===== src/rtl/button_conditioner.sv =====
// Debounces a raw button level: 2-FF synchronizer, stability counter and 4-state FSM
// with registered rise/fall strobes. Define BUTTON_COND_LONGPRESS_EN to add the long-press strobe.
//
// state      | meaning
// -----------+-------------------------------------------------
// ST_LOW     | out=0, input stable low
// ST_TO_HIGH | out=0, input high, qualifying for C_CYCLES
// ST_HIGH    | out=1, input stable high
// ST_TO_LOW  | out=1, input low, qualifying for C_CYCLES
module button_conditioner #(
    parameter int C_CLK_FRQ       = 100_000_000,
    parameter int C_INTERVAL      = 10,
    parameter int C_LONG_INTERVAL = 1000
) (
    input  logic clk,
    input  logic rstb,
    input  logic in,
    output logic out,
    output logic rise,
    output logic fall,
    output logic long
);

    // Divide first so large clock rates times milliseconds stay within 32 bits.
    localparam int C_CYCLES = (C_CLK_FRQ / 1000) * C_INTERVAL;
    localparam int CNT_W    = $clog2(C_CYCLES + 1);
    localparam logic [CNT_W-1:0] CNT_LAST = CNT_W'(C_CYCLES - 1);
    localparam logic [CNT_W-1:0] CNT_ONE  = CNT_W'(1);

    if (C_CYCLES < 2 || C_LONG_INTERVAL <= C_INTERVAL) begin : g_bad_cfg
        $error("button_conditioner: illegal interval configuration");
    end

    typedef enum logic [1:0] {
        ST_LOW,
        ST_TO_HIGH,
        ST_HIGH,
        ST_TO_LOW
    } state_t;

    state_t           state_q, state_d;
    logic [CNT_W-1:0] cnt_q, cnt_d;
    logic             s1_q, s1_d;
    logic             s2_q, s2_d;
    logic             out_q, out_d;
    logic             rise_q, rise_d;
    logic             fall_q, fall_d;

    always_comb begin
        s1_d    = in;
        s2_d    = s1_q;
        state_d = state_q;
        cnt_d   = cnt_q;
        out_d   = out_q;
        rise_d  = 1'b0;
        fall_d  = 1'b0;
        case (state_q)
            ST_LOW: begin
                if (s2_q) begin
                    state_d = ST_TO_HIGH;
                    cnt_d   = CNT_ONE;
                end else begin
                    cnt_d = '0;
                end
            end
            ST_TO_HIGH: begin
                if (!s2_q) begin
                    state_d = ST_LOW;
                    cnt_d   = '0;
                end else if (cnt_q == CNT_LAST) begin
                    state_d = ST_HIGH;
                    out_d   = 1'b1;
                    rise_d  = 1'b1;
                    cnt_d   = '0;
                end else begin
                    cnt_d = cnt_q + CNT_ONE;
                end
            end
            ST_HIGH: begin
                if (!s2_q) begin
                    state_d = ST_TO_LOW;
                    cnt_d   = CNT_ONE;
                end else begin
                    cnt_d = '0;
                end
            end
            ST_TO_LOW: begin
                if (s2_q) begin
                    state_d = ST_HIGH;
                    cnt_d   = '0;
                end else if (cnt_q == CNT_LAST) begin
                    state_d = ST_LOW;
                    out_d   = 1'b0;
                    fall_d  = 1'b1;
                    cnt_d   = '0;
                end else begin
                    cnt_d = cnt_q + CNT_ONE;
                end
            end
            default: begin
                state_d = ST_LOW;
                cnt_d   = '0;
                out_d   = 1'b0;
            end
        endcase
    end

    always_ff @(posedge clk or negedge rstb) begin
        if (!rstb) begin
            s1_q    <= 1'b0;
            s2_q    <= 1'b0;
            state_q <= ST_LOW;
            cnt_q   <= '0;
            out_q   <= 1'b0;
            rise_q  <= 1'b0;
            fall_q  <= 1'b0;
        end else begin
            s1_q    <= s1_d;
            s2_q    <= s2_d;
            state_q <= state_d;
            cnt_q   <= cnt_d;
            out_q   <= out_d;
            rise_q  <= rise_d;
            fall_q  <= fall_d;
        end
    end

    assign out  = out_q;
    assign rise = rise_q;
    assign fall = fall_q;

`ifdef BUTTON_COND_LONGPRESS_EN
    localparam int C_LONG_CYCLES = (C_CLK_FRQ / 1000) * C_LONG_INTERVAL;
    localparam int LCNT_W        = $clog2(C_LONG_CYCLES + 1);
    localparam logic [LCNT_W-1:0] LCNT_MAX  = LCNT_W'(C_LONG_CYCLES);
    localparam logic [LCNT_W-1:0] LCNT_FIRE = LCNT_W'(C_LONG_CYCLES - 2);
    localparam logic [LCNT_W-1:0] LCNT_ONE  = LCNT_W'(1);

    logic [LCNT_W-1:0] lcnt_q, lcnt_d;
    logic              long_q, long_d;
    logic              long_run;

    // The rise cycle itself is not counted, so long lands C_LONG_CYCLES after rise.
    always_comb begin
        long_run = (state_q == ST_HIGH || state_q == ST_TO_LOW) && !rise_q;
        lcnt_d   = lcnt_q;
        if (state_d == ST_LOW) begin
            lcnt_d = '0;
        end else if (long_run && lcnt_q != LCNT_MAX) begin
            lcnt_d = lcnt_q + LCNT_ONE;
        end
        long_d = long_run && (lcnt_q == LCNT_FIRE) && !fall_d;
    end

    always_ff @(posedge clk or negedge rstb) begin
        if (!rstb) begin
            lcnt_q <= '0;
            long_q <= 1'b0;
        end else begin
            lcnt_q <= lcnt_d;
            long_q <= long_d;
        end
    end

    assign long = long_q;
`else
    assign long = 1'b0;
`endif

endmodule


===== config.mk =====
export PLATFORM = sky130hd
export DESIGN_NAME = button_conditioner
export DESIGN_NICKNAME = d
export VERILOG_FILES = /design/src/rtl/button_conditioner.sv
export SDC_FILE = /design/constraint.sdc
export NUM_CORES = 1
export LEC_CHECK = 0
export ABC_AREA = 0
export ABC_CLOCK_PERIOD_IN_PS = 2630
export CORE_MARGIN = 4
export CORE_UTILIZATION = 30
export DETAILED_ROUTE_END_ITERATION = 16
export GPL_TIMING_DRIVEN = 0
export PLACE_DENSITY_LB_ADDON = 0.12
export SLEW_MARGIN = 20
export SYNTH_ARGS = -nofsm -noshare
export SYNTH_HDL_FRONTEND = slang
export SYNTH_SLANG_ARGS = --single-unit

===== constraint.sdc =====
create_clock -name clk -period 2.63 [get_ports clk]
set_clock_uncertainty 0.15 [all_clocks]
set_input_delay 0.263 -clock clk [delete_from_list [all_inputs] [get_ports clk]]
set_output_delay 0.263 -clock clk [all_outputs]
set_load 0.005 [all_outputs]

==> metrics.txt, run 1 <==
post-synth cell types 35; post-layout power slightly below 0.7 mW; Worst Hold Launch s1_q; number of CTS-inserted buffers 3; fraction of layout instances using a drive strength above 1 approximately 10%; met1 Track Usage GR 14.3%; combinational group share of total power roughly 4%; number of placement rows 23; global-route track usage on met3 2.87%; wirelength, routed between 2 and 3 mm; max frequency 397 MHz; count of input and output buffers 5; maximum fanout along the worst path 10; Die Y-Extent 73.5 µm; top cells by count, synth sky130_fd_sc_hd__dfrtp_1, sky130_fd_sc_hd__nor2_1, sky130_fd_sc_hd__nand3_1; count of final hold-check violations 0; Syn Inst Count ~120; share of the clock period used by the worst path after layout 95.9%; H-tree depth 1; Tmin final ~2.5 ns; data required time at the worst endpoint 2.64 ns; type of element launching the critical path register; global-route wire length before repair ~4.4 mm; share of the yosys chip area belonging to registers 52.5%; YS warnings 0; capture point of the worst reg-to-reg path cnt_q[16]; post-layout instance area roughly 0.0015 mm²; routed vias/inst ~5; Routed Antenna Nets 0; number of antenna violations at the first check in global routing 0; area fraction of the dominant cell type after synthesis 52.5%; Clock Latency Late Sink about 0.27 ns; peak supply drop around 0.33 mV; RSZ-0062 raised after global routing no; number of max-slew violations in the final report 0; number of nets at the end of the flow roughly 140; first-pass iteration count of the detailed router 4; fraction of synthesis flops using an asynchronous set or reset pin 100%; Antenna Cells 0; path category of the worst min-delay check register to register; share of power burned in registers roughly three fifths; worst min-delay path endpoint s2_q; switching power as a share of total power a little over a fifth; clock network fraction of design power roughly a third; prevailing post-synth register cell sky130_fd_sc_hd__dfrtp_1; placement-stage cell area 0.00140 mm²; Yosys reg bits 27; clock-pin slew of the registers on the worst-case setup and hold paths 0.09 ns; I/O pin count 7; accumulated negative setup slack 0 ns; initial core utilization 31.5%; power per unit of standard cell area 472 mW/mm²; status finished, final reports clean; post-synthesis average cell area 10.5 µm²; Worst Setup Path Type register to register; cell count of the worst reg-to-reg path 5; via total after detailed routing between 900 and 1000; overflow left after global routing 0; post-cts repair resize count 0; cell internal power dissipation 0.534 mW; number of endpoints failing setup at the final stage 0; kind of capture point of the worst setup path register; post-detail-place hpwl about 1.8 mm; most frequent cell after synthesis sky130_fd_sc_hd__dfrtp_1; CTS tree built; pin count of the biggest net entering global routing 28; routability cong. 0.739; clock net sink count 27; DR DRC count 0; area of the core region between 0.004 and 0.005 mm²; worst reg2reg path startpoint cnt_q[10]; data arrival time at the worst-slack endpoint around 2.5 ns; dominant cells by area after synthesis sky130_fd_sc_hd__dfrtp_1, sky130_fd_sc_hd__xor2_1, sky130_fd_sc_hd__xnor2_1, sky130_fd_sc_hd__nor2_1, sky130_fd_sc_hd__nand3_1; average wire length per cell after detail routing around 14 µm; Max Cap Viol 0; Die Footprint 0.00540 mm²; Switch Pwr roughly 0.15 mW; met2 track utilization from global routing 16.1%; slew at the pin with the worst max-slew slack 0.629 ns; Area Growth Syn to Fin 12.7%; Post-synth EDFFs 0; chip width 73.5 µm; maximum clock path buffer count 2; max-slew headroom at the worst pin between 50% and 60%; Total Routing Usage GR 10.3%; library cell used as clock root buffer sky130_fd_sc_hd__clkbuf_8; static leakage power 0.582 nW; top cell type by total area after synthesis sky130_fd_sc_hd__dfrtp_1; Synth Net Count approximately 130; filler instances about 430; worst hold slack around 0.21 ns; summed instance area of the synthesized netlist between 0.001 and 0.0015 mm²; Most Used Layer, Global Route met2; number of stages on the worst hold path 0; setup slack of the most critical reg-to-reg path approximately 0.11 ns; violation count after the first detailed-routing iteration 56; via count of the first global-routing pass about 930
power groups by stage:
| stage | registers, mW | clock network [mW] | logic, mW |
|---|---|---|---|
| detailed placement | 0.431 | 0 | 0.0277 |
| CTS | 0.423 | 0.251 | 0.0290 |
| global route | 0.424 | 0.264 | 0.0324 |
| global placement | 0.431 | 0 | 0.0285 |
| finish | 0.423 | 0.234 | 0.0280 |
| floorplan | 0.431 | 0 | 0.0132 |
registers in the layout (all words and copies together) (netlist names), named ones only:
signal,count
fall,1
out,1
rise,1
s1_q,1
cnt_q,20
state_q,1
s2_q,1
cell usage in the layout (no fill, tap or decap), types with 2 or more instances in the layout:
cell type	count
sky130_fd_sc_hd__a21boi_0	2
sky130_fd_sc_hd__a21oi_1	4
sky130_fd_sc_hd__and4_1	3
sky130_fd_sc_hd__buf_4	2
sky130_fd_sc_hd__clkbuf_1	3
sky130_fd_sc_hd__clkbuf_8	3
sky130_fd_sc_hd__clkdlybuf4s50_1	4
sky130_fd_sc_hd__dfrtp_1	27
sky130_fd_sc_hd__inv_1	2
sky130_fd_sc_hd__nand2_1	6
sky130_fd_sc_hd__nand3_1	9
sky130_fd_sc_hd__nand4_1	4
sky130_fd_sc_hd__nor2_1	16
sky130_fd_sc_hd__nor3_1	2
sky130_fd_sc_hd__nor4_1	2
sky130_fd_sc_hd__o21ai_0	4
sky130_fd_sc_hd__or3_1	3
sky130_fd_sc_hd__or4_1	2
sky130_fd_sc_hd__xnor2_1	7
sky130_fd_sc_hd__xor2_1	8
per-layer routing:
metal	vias to the layer above	share of wire [%]
met3	2	3.2
li1	453	-
met4	0	0.52
met2	15	45
met1	458	52
met5	-	0
repair_timing:
action,CTS,global route
hold buffers,1,0
buffers inserted,0,0
endpoints found under the hold margin,27,0
cell families (layout without fill, tap and decap cells):
group	after synthesis	after routing	share of synthesized area [%]
fa+ha+maj	1	1	0.972
other cells	1	1	0.291
simple gates	57	57	25.0
flops	27	27	52.5
xor+xnor	15	15	10.2
buf+inv	7	17	2.62
compound gates	15	15	8.46
critical path, cell delays in order, from the launching register on:
cell	delay, ns
sky130_fd_sc_hd__dfrtp_1	0.43
sky130_fd_sc_hd__or4_1	0.55
sky130_fd_sc_hd__or4_4	0.60
sky130_fd_sc_hd__o211ai_4	0.35
sky130_fd_sc_hd__buf_4	0.26
sky130_fd_sc_hd__nor2_1	0.07
stage by stage:
| stage | utilization, % | setup slack (ns) | instances |
|---|---|---|---|
| 4_1_cts | 35.5 | 0.0929 | 183 |
| 6_report | 35.5 | 0.109 | 183 |
| 3_5_place_dp | 34.1 | 0.115 | 178 |
| 2_1_floorplan | - | 0.326 | 123 |
| 3_3_place_gp | 34.3 | 0.0967 | 178 |
| 5_1_grt | 35.5 | 0.0179 | 183 |
worst max path at each step:
stage                     startpoint   endpoint  slack, ns  cells past startpoint
final                      cnt_q[10]  cnt_q[16]       0.11                      5
after CTS                  cnt_q[10]  cnt_q[16]       0.09                      5
after floorplan            cnt_q[10]        out       0.33                      4
after global placement     cnt_q[13]  cnt_q[16]        0.1                      5
after detailed placement   cnt_q[10]  cnt_q[16]       0.12                      5
after global routing       cnt_q[10]  cnt_q[16]       0.02                      5
layout make-up:
class / instances / area (µm²) / area share, %
Buffer: 5 / 26.3 / 1.81
Tap cell: 50 / 62.6 / 4.31
Timing Repair Buffer: 6 / 55.1 / 3.79
Sequential cell: 27 / 676 / 46.6
Multi-Input combinational cell: 89 / 578 / 39.8
Clock inverter: 1 / 5.00 / 0.345
Inverter: 2 / 7.51 / 0.517
Clock buffer: 3 / 41.3 / 2.84
No activity file was read; power rests on OpenSTA's default activity.
==> inputs of run 2 (changes only) <==
- GPL_ROUTABILITY_DRIVEN: not set -> 0
==> results of run 2 <==
Final layout, timing and power as in run 1 (identical DEF).
